**src/rtl/dice_turn_ctrl.sv**
```systemverilog
// Round-robin turn scheduler sharing one electronic dice among up to four players.
// Optional build macro DICE_EXTRA_TURN_ON_SIX_EN: a non-winning 6 grants the same player another roll.
module dice_turn_ctrl #(
    parameter int N_PLAYERS = 4,
    parameter int SCORE_W   = 8,
    parameter int TARGET    = 50,
    parameter int MIN_ROLL  = 8
) (
    input  logic                           clk,
    input  logic                           rst,
    input  logic [N_PLAYERS-1:0]           req,
    output logic                           dice_button,
    input  logic [2:0]                     dice_throw,
    output logic [1:0]                     turn,
    output logic [2:0]                     result,
    output logic                           result_valid,
    output logic                           throw_err,
    output logic [N_PLAYERS*SCORE_W-1:0]   scores,
    output logic                           winner_valid,
    output logic [1:0]                     winner
);

    typedef enum logic [1:0] {
        ST_WAIT   = 2'd0,
        ST_ROLL   = 2'd1,
        ST_SETTLE = 2'd2,
        ST_WIN    = 2'd3
    } state_t;

    state_t              state_r, state_s;
    logic [7:0]          roll_cnt_r, roll_cnt_s, roll_inc_s;
    logic                settle_r, settle_s;
    logic [1:0]          turn_r, turn_s;
    logic [SCORE_W-1:0]  score_r [N_PLAYERS];
    logic [SCORE_W-1:0]  score_s [N_PLAYERS];
    logic [SCORE_W-1:0]  score_sel_s, score_sum_s;
    logic [2:0]          result_r, result_s;
    logic                result_valid_r, result_valid_s;
    logic                throw_err_r, throw_err_s;
    logic                winner_valid_r, winner_valid_s;
    logic [1:0]          winner_r, winner_s;
    logic                dice_button_r, dice_button_s;
    logic [3:0]          req_pad_s;
    logic                req_own_s;

    function automatic logic throw_ok(input logic [2:0] t);
        return (t != 3'd0) && (t != 3'd7);
    endfunction

    function automatic logic [1:0] next_turn(input logic [1:0] t);
        return (t == 2'(N_PLAYERS - 1)) ? 2'd0 : t + 2'd1;
    endfunction

    assign req_pad_s = 4'(req);
    assign req_own_s = req_pad_s[turn_r];

    // Next-state and next-output logic for the turn FSM.
    always_comb begin
        state_s        = state_r;
        roll_cnt_s     = roll_cnt_r;
        settle_s       = settle_r;
        turn_s         = turn_r;
        score_s        = score_r;
        result_s       = result_r;
        result_valid_s = 1'b0;
        throw_err_s    = 1'b0;
        winner_valid_s = winner_valid_r;
        winner_s       = winner_r;
        dice_button_s  = 1'b0;

        roll_inc_s  = (roll_cnt_r >= 8'(MIN_ROLL)) ? roll_cnt_r : roll_cnt_r + 8'd1;
        score_sel_s = '0;
        for (int i = 0; i < N_PLAYERS; i++) begin
            score_sel_s = (turn_r == 2'(i)) ? score_r[i] : score_sel_s;
        end
        score_sum_s = score_sel_s + SCORE_W'(dice_throw);

        case (state_r)
            ST_WAIT: begin
                if (req_own_s) begin
                    state_s       = ST_ROLL;
                    roll_cnt_s    = 8'd0;
                    dice_button_s = 1'b1;
                end else begin
                    state_s = ST_WAIT;
                end
            end
            ST_ROLL: begin
                // roll_inc_s counts this cycle, so the button is high exactly MIN_ROLL cycles on a short press.
                roll_cnt_s = roll_inc_s;
                if (!req_own_s && (roll_inc_s >= 8'(MIN_ROLL))) begin
                    state_s       = ST_SETTLE;
                    settle_s      = 1'b0;
                    dice_button_s = 1'b0;
                end else begin
                    dice_button_s = 1'b1;
                end
            end
            ST_SETTLE: begin
                if (!settle_r) begin
                    settle_s = 1'b1;
                end else begin
                    settle_s = 1'b0;
                    if (throw_ok(dice_throw)) begin
                        result_s       = dice_throw;
                        result_valid_s = 1'b1;
                        for (int i = 0; i < N_PLAYERS; i++) begin
                            score_s[i] = (turn_r == 2'(i)) ? score_sum_s : score_r[i];
                        end
                        if (score_sum_s >= SCORE_W'(TARGET)) begin
                            state_s        = ST_WIN;
                            winner_s       = turn_r;
                            winner_valid_s = 1'b1;
                        end else begin
                            state_s = ST_WAIT;
`ifdef DICE_EXTRA_TURN_ON_SIX_EN
                            if (dice_throw == 3'd6) begin
                                turn_s = turn_r;
                            end else begin
                                turn_s = next_turn(turn_r);
                            end
`else
                            turn_s = next_turn(turn_r);
`endif
                        end
                    end else begin
                        // Bad throw: the same player re-rolls, nothing else moves.
                        throw_err_s = 1'b1;
                        state_s     = ST_WAIT;
                    end
                end
            end
            ST_WIN: begin
                state_s = ST_WIN;
            end
            default: begin
                state_s = ST_WAIT;
            end
        endcase
    end

    // State and output registers with synchronous active-low reset.
    always_ff @(posedge clk) begin
        if (!rst) begin
            state_r        <= ST_WAIT;
            roll_cnt_r     <= 8'd0;
            settle_r       <= 1'b0;
            turn_r         <= 2'd0;
            for (int i = 0; i < N_PLAYERS; i++) begin
                score_r[i] <= '0;
            end
            result_r       <= 3'd0;
            result_valid_r <= 1'b0;
            throw_err_r    <= 1'b0;
            winner_valid_r <= 1'b0;
            winner_r       <= 2'd0;
            dice_button_r  <= 1'b0;
        end else begin
            state_r        <= state_s;
            roll_cnt_r     <= roll_cnt_s;
            settle_r       <= settle_s;
            turn_r         <= turn_s;
            score_r        <= score_s;
            result_r       <= result_s;
            result_valid_r <= result_valid_s;
            throw_err_r    <= throw_err_s;
            winner_valid_r <= winner_valid_s;
            winner_r       <= winner_s;
            dice_button_r  <= dice_button_s;
        end
    end

    for (genvar g = 0; g < N_PLAYERS; g++) begin : g_scores
        assign scores[g*SCORE_W +: SCORE_W] = score_r[g];
    end

    assign dice_button  = dice_button_r;
    assign turn         = turn_r;
    assign result       = result_r;
    assign result_valid = result_valid_r;
    assign throw_err    = throw_err_r;
    assign winner_valid = winner_valid_r;
    assign winner       = winner_r;

endmodule
```
**config.mk**
```make
export PLATFORM = sky130hd
export DESIGN_NAME = dice_turn_ctrl
export DESIGN_NICKNAME = d
export VERILOG_FILES = /design/src/rtl/dice_turn_ctrl.sv
export SDC_FILE = /design/constraint.sdc
export NUM_CORES = 1
export LEC_CHECK = 0
export ABC_AREA = 1
export BUFFER_PORTS_ARGS = -buffer_cell sky130_fd_sc_hd__buf_4
export CAP_MARGIN = 20
export CORE_ASPECT_RATIO = 1.4
export CORE_MARGIN = 5
export CORE_UTILIZATION = 50
export CTS_BUF_LIST = sky130_fd_sc_hd__clkbuf_16
export DETAILED_ROUTE_END_ITERATION = 6
export GPL_ROUTABILITY_DRIVEN = 1
export PLACE_DENSITY_LB_ADDON = 0.05
export SYNTH_ARGS = -nofsm -noshare
export SYNTH_HDL_FRONTEND = slang
export SYNTH_SLANG_ARGS = --single-unit
```
**constraint.sdc**
```tcl
create_clock -name clk -period 3 [get_ports clk]
set_input_delay 0 -clock clk [delete_from_list [all_inputs] [get_ports clk]]
set_output_delay 0 -clock clk [all_outputs]
set_load 0.02 [all_outputs]
```
== Yosys cells after proc, flatten, opt, wreduce, memory -nomap -nowiden ==
Index checks and enable logic that the tools add are counted.

* Bits in registers: 54
* Bits of input ports: 9
* Output and inout bits: 43
* Logic and storage cells: 75

* $add $sub $neg: 3
* Order comparisons: 4
* Eq/ne operators: 10
* Mux-type cells: 24
* Bitwise logic cells: 1
* Reductions and logical operators: 19

{| class="wikitable"
|+ Operators with widths
! kind !! count
|-
| 8-bit 2-to-1 mux || 6
|-
| 4-bit AND reduction || 6
|-
| 8-bit by 4-bit greater-or-equal comparator with 1-bit output, second input constant || 2
|-
| 8-bit one-hot mux with 2 select lines || 1
|-
| 2-bit 2-to-1 mux || 5
|-
| 8-bit by 1-bit adder with 8-bit output, second input constant || 1
|-
| 8-bit by 3-bit adder with 8-bit output || 1
|-
| 2-bit equality test, second input constant || 4
|-
| 8-bit by 6-bit greater-or-equal comparator with 1-bit output, second input constant || 1
|-
| 1-bit 2-to-1 mux || 8
|-
| 2-bit one-hot mux with 4 select lines || 1
|-
| 2-bit != test, second input constant || 3
|-
| 2-bit AND reduction || 3
|-
| 3-bit AND reduction || 2
|-
| 2-bit by 1-bit equality test with 1-bit output, second input constant || 2
|-
| 2-bit zero test || 2
|-
| 1-bit one-hot mux with 2 select lines || 2
|-
| 2-bit nonzero test || 2
|-
| 2-bit by 3-bit less-than comparator with 1-bit output, second input constant || 1
|-
| 3-bit != test, second input constant || 1
|-
| 3-bit nonzero test || 1
|-
| 2-bit by 1-bit adder with 2-bit output, second input constant || 1
|-
| 1-bit binary-select mux with 2-bit select || 1
|-
| 1-bit logical AND || 2
|-
| 2 further kinds || 2
|}

== Logic depth before layout (Yosys ltp) ==
* Depth in word-level cells: 11
* Mapped depth: 22
* Gate-level depth less buffers: 22

== Worst setup path before layout ==
No wires, ideal clock.

* Path type: flip-flop to flip-flop
* Start: register turn_r[1] (netlist: turn[1])
* End: register state_r[1]
* Library setup time: 131 ps
* Arrival: 2928 ps
* Required time: 2869 ps
* Setup slack: -59 ps
* Cell stages (with the launch flop): 22
* Buffers on the path: 1
* Period minus slack after synthesis: 3059 ps
* Cells stage by stage: dfxtp_1 inv_1 ha_1 buf_6 nor2_4 a22oi_1 nand2_1 o211ai_1 o21ai_0 ha_1 inv_1 fa_1 xor2_1 inv_1 nor2_1 nand3_1 nand3_1 nand3_4 nand2_1 nand2_1 nand2_1 a21oi_2

* Cells in the longest elaborated chain, start to end: 11
* Elaborated cells between the ends (all ways): 20
* Classes of those cells: 1 x add/sub; 1 x order compare; 4 x eq/ne; 10 x mux; 4 x reduce/logical

{| class="wikitable"
|+ RTL lines
! what !! RTL line !! source
|-
| start: declaration || 33 || <nowiki>logic [1:0] turn_r, turn_s;</nowiki>
|-
| start signal: assignment || 162 || <nowiki>turn_r <= turn_s;</nowiki>
|-
| 2-bit zero test || 74 || <nowiki>score_sel_s = (turn_r == 2'(i)) ? score_r[i] : score_sel_s;</nowiki>
|-
| 8-bit 2-to-1 mux (4 in series) || 74 ||
|-
| 8-bit by 3-bit adder with 8-bit output || 76 || <nowiki>score_sum_s = score_sel_s + SCORE_W'(dice_throw);</nowiki>
|-
| 8-bit by 6-bit greater-or-equal comparator with 1-bit output || 110 || <nowiki>if (score_sum_s >= SCORE_W'(TARGET)) begin</nowiki>
|-
| 2-bit 2-to-1 mux || 110 ||
|-
| 2-bit 2-to-1 mux || 104 || <nowiki>if (throw_ok(dice_throw)) begin</nowiki>
|-
| 2-bit 2-to-1 mux || 100 || <nowiki>if (!settle_r) begin</nowiki>
|-
| 2-bit one-hot mux with 4 select lines || 78 || <nowiki>case (state_r)</nowiki>
|-
| end signal: assignment || 159 || <nowiki>state_r <= state_s;</nowiki>
|-
| end: declaration || 30 || <nowiki>state_t state_r, state_s;</nowiki>
|}

Parallel ways exist; a longest one is shown, timed or not. The select of a mux whose other input is x is not followed.
A chain may end at the register's enable or synchronous reset.

== Worst setup path in the final report ==
* Start: register turn_r[0] (netlist: turn[0])
* End: register state_r[1]

The elaborated chain is that of the path after synthesis.

==> summary.txt <==
Cells and area
  – Layout cells sized above 1: 26.03%
  – Nets: 481
  – Antenna Cells: 0
  – Area growth syn-to-layout: 29.20%
  – Post-Layout Cell Count: 529

Worst setup path
  – Required time worst endpoint: 3.22 ns
  – CP peak stage delay: 0.39 ns
  – Cell mode on critical path: nand2_1
  – CP max FO: 7
  – Critical Path End Type: register
  – Slowest CP cell: fa_2
  – Crit-path cells: inv_4 > ha_4 > inv_2 > nor2_4 > a22oi_1 > nand2_1 > o211ai_1 > o21ai_1 > ha_2 > inv_1 > fa_2 > o21ai_2 > nand3_2 > xnor2_1 > nand3_1 > nand3_4 > nand2_2 > nand2_1 > nand2_1 > a21oi_2
  – Kind of critical path: register to register
  – CP startpoint kind: register
  – CP arrival: 3.06 ns

Timing
  – Final Hold Viols: 0
  – Final setup violating endpoints: 0
  – Hold slack: 0.01611 ns
  – Tmin final: 2.843 ns
  – Slew @ Worst Pin: 0.5384 ns
  – Clock Skews: 0.002702 ns
  – Slew Viols, Final: 0
  – Max Clk Rate: 0.3518 GHz
  – Fin crit share: 94.76%
  – Final WS setup: 0.1572 ns
  – Relative slew slack: 64.07%

Floorplan
  – Die Wd: 72.84 um
  – Initial core utilization: 50.76%
  – Std-Cell Rows: 32
  – Core area: 5445 um2
  – Die span in y: 97.97 um
  – Ports: 52
  – Die footprint: 7136 um2

Power
  – P per Cell Area: 496.3 nW/um2
  – Clock share of power: 30.9%
  – Combinational power share: 24.4%
  – Switching share of total power: 30.89%
  – Maximum VDD drop: 0.0003883 V
  – Sequential power share: 44.7%
  – Lkg Pwr: 1.770 nW
  – Sw power: 0.0005475 W
  – Internal power: 0.001225 W

Drt
  – DRT Pass-1 Iters: 4
  – Routed Antenna Nets: 0
  – Post-DR vias/cell: 5.268
  – Drt initial violations: 141
  – Drt wl/cell: 13.92 um
  – DR DRC count: 0
  – Via count: 2,787
  – Drt total wl: 7366 um

Job
  – Total of max-cap violations: 0

Yosys
  – Synth Net Count: 409
  – Synth Cell Area: 2764 um2
  – Yosys warnings: 0
  – Mapped Cells: 389
  – #FFs+latches synth: 54
  – Sequential share of the synthesized area: 39.11%
  – Synth unique cells: 32
  – Syn Area/Cell: 7.105 um2

CTS
  – Clock Pin Slew Worst Setup and Hold Paths: 0.07 ns
  – Clock latency at the later pin of the worst-skew pair: 0.29 ns
  – CTS tree: built
  – CTS root buf: clkbuf_16
  – Clk sink count: 54
  – Hold buffer count at CTS: 0
  – CTS Buf Count: 5
  – Clock Path Buffers: 2
  – H-tree depth: 2

Global routing
  – Vias in the first global route: 2,669
  – First-pass GRT wire length: 12,080 um
  – Largest net degree at the start of global routing: 34
  – Initial antenna violation count: 0
  – GR Overflow Total: 0
  – All-Layer GR Usage: 21.18%

Run status
  – Outcome: completed

Placed design
  – Routability cong.: 0.9438
  – Post-DP HPWL: 5561 um
  – Cell total after placement: 513
  – Port bufs: 51
  – Pre-CTS WS: -0.002033 ns

Hold path
  – Worst hold path class: input pin to register
synth_stat cells (all sizes together):
library cell	instances	area [um2]
inv	70	270.3
o211ai	11	82.58
or2	1	6.260
a31oi	1	6.260
a211oi	2	15.01
nor3	4	20.02
clkbuf	4	15.01
o21a	2	15.01
nor2	44	182.7
dfxtp	54	1081
xnor2	1	8.760
nand4	3	18.77
ha	10	125.1
nand3	23	142.6
xor2	1	8.760
fa	1	20.02
a22oi	4	30.03
a21oi	42	217.7
nand2	70	280.3
buf	7	47.54
o21ai	34	170.2
final timing paths:
kind / startpoint / depth (start not counted) / end / slack [ns]
max reg2reg: turn[0] / 20 / state_r[1] / 0.16
max: turn[0] / 20 / state_r[1] / 0.16
min reg2reg: roll_cnt_r[6] / 2 / roll_cnt_r[6] / 0.43
min: dice_throw[2] / 3 / result[2] / 0.02
per-stage QoR:
| step | utilization, % | cell area, um2 | TNS, ns | total power [W] |
|---|---|---|---|---|
| 3_3_place_gp | 60.43 | 3291 | 0 | 0.001202 |
| 2_1_floorplan | - | 2765 | 0 | 0.001093 |
| 4_1_cts | 63.01 | 3431 | 0 | 0.001751 |
| 6_report | 65.58 | 3571 | 0 | 0.001772 |
| 5_1_grt | 65.58 | 3571 | -0.2033 | 0.001874 |
| 3_5_place_dp | 60.43 | 3291 | -0.002033 | 0.001206 |
flip-flops by register name (all words and copies together) (netlist names):
signal	count
winner	2
result	3
result_valid	1
dice_button	1
settle_r	1
turn	2
scores	32
winner_valid	1
throw_err	1
state_r	2
roll_cnt_r	8
critical path: cells and delay by family, from the launching register on:
family	cells	cell delay, ns
xor+xnor	1	0.19
fa+ha+maj	3	0.71
simple gates	8	0.81
compound gates	5	0.51
buf+inv	3	0.17
flops	1	0.37
cell usage in the layout, fill, tap and decap left out, types with 2 or more instances in the layout:
master	Yosys	routed
a211oi_1	2	2
a21oi_1	40	40
a21oi_2	2	2
a22oi_1	4	2
a22oi_2	0	2
buf_4	0	76
clkbuf_16	0	5
clkinv_2	0	2
dfxtp_1	54	52
ha_1	10	5
ha_2	0	3
ha_4	0	2
inv_1	66	64
inv_2	2	2
inv_4	1	3
nand2_1	63	62
nand2_2	7	8
nand3_1	19	17
nand3_2	3	5
nand4_1	3	3
nor2_1	41	41
nor2_4	2	2
nor3_1	4	4
o211ai_1	11	11
o21a_1	2	2
o21ai_0	33	30
o21ai_1	1	3
power groups by stage:
stage               Clock, W  Sequential (W)  Combinational (W)
CTS                 0.000558        0.000792           0.000401
detailed placement         0        0.000809           0.000397
global route        0.000584        0.000799           0.000491
global placement           0        0.000807           0.000395
finish              0.000547        0.000793           0.000432
floorplan                  0        0.000819           0.000274
metal layers:
layer,GRT usage [%],routed length [um]
met5,0,0
met4,11.08,159
met3,3.399,337
met2,36.02,3923
met1,24.94,2946
kinds of logic after synthesis:
logic type | share of synthesized area [%]
AND/OR/NAND/NOR | 23.54
XOR/XNOR | 0.6339
flip-flops | 39.11
AO/OA/AOI/OAI | 19.42
adder cells (fa/ha/maj) | 5.251
buffers and inverters | 12.04
final cells by class:
| type | instances | area [um2] |
|---|---|---|
| clock inverter | 2 | 10.01 |
| inverter | 70 | 275.3 |
| tap | 68 | 85.08 |
| clock buffer | 5 | 125.1 |
| fill | 499 | 1874 |
| multi-input combinational | 254 | 1419 |
| timing repair buffer | 76 | 570.5 |
| sequential | 54 | 1086 |
what timing repair did:
action	in CTS	in global routing
setup endpoints to repair	3	7
setup buffers	0	9
pin swaps	0	10
hold endpoints to repair	0	0
gates resized for setup	2	22
Power figures use the tool's default switching activity.
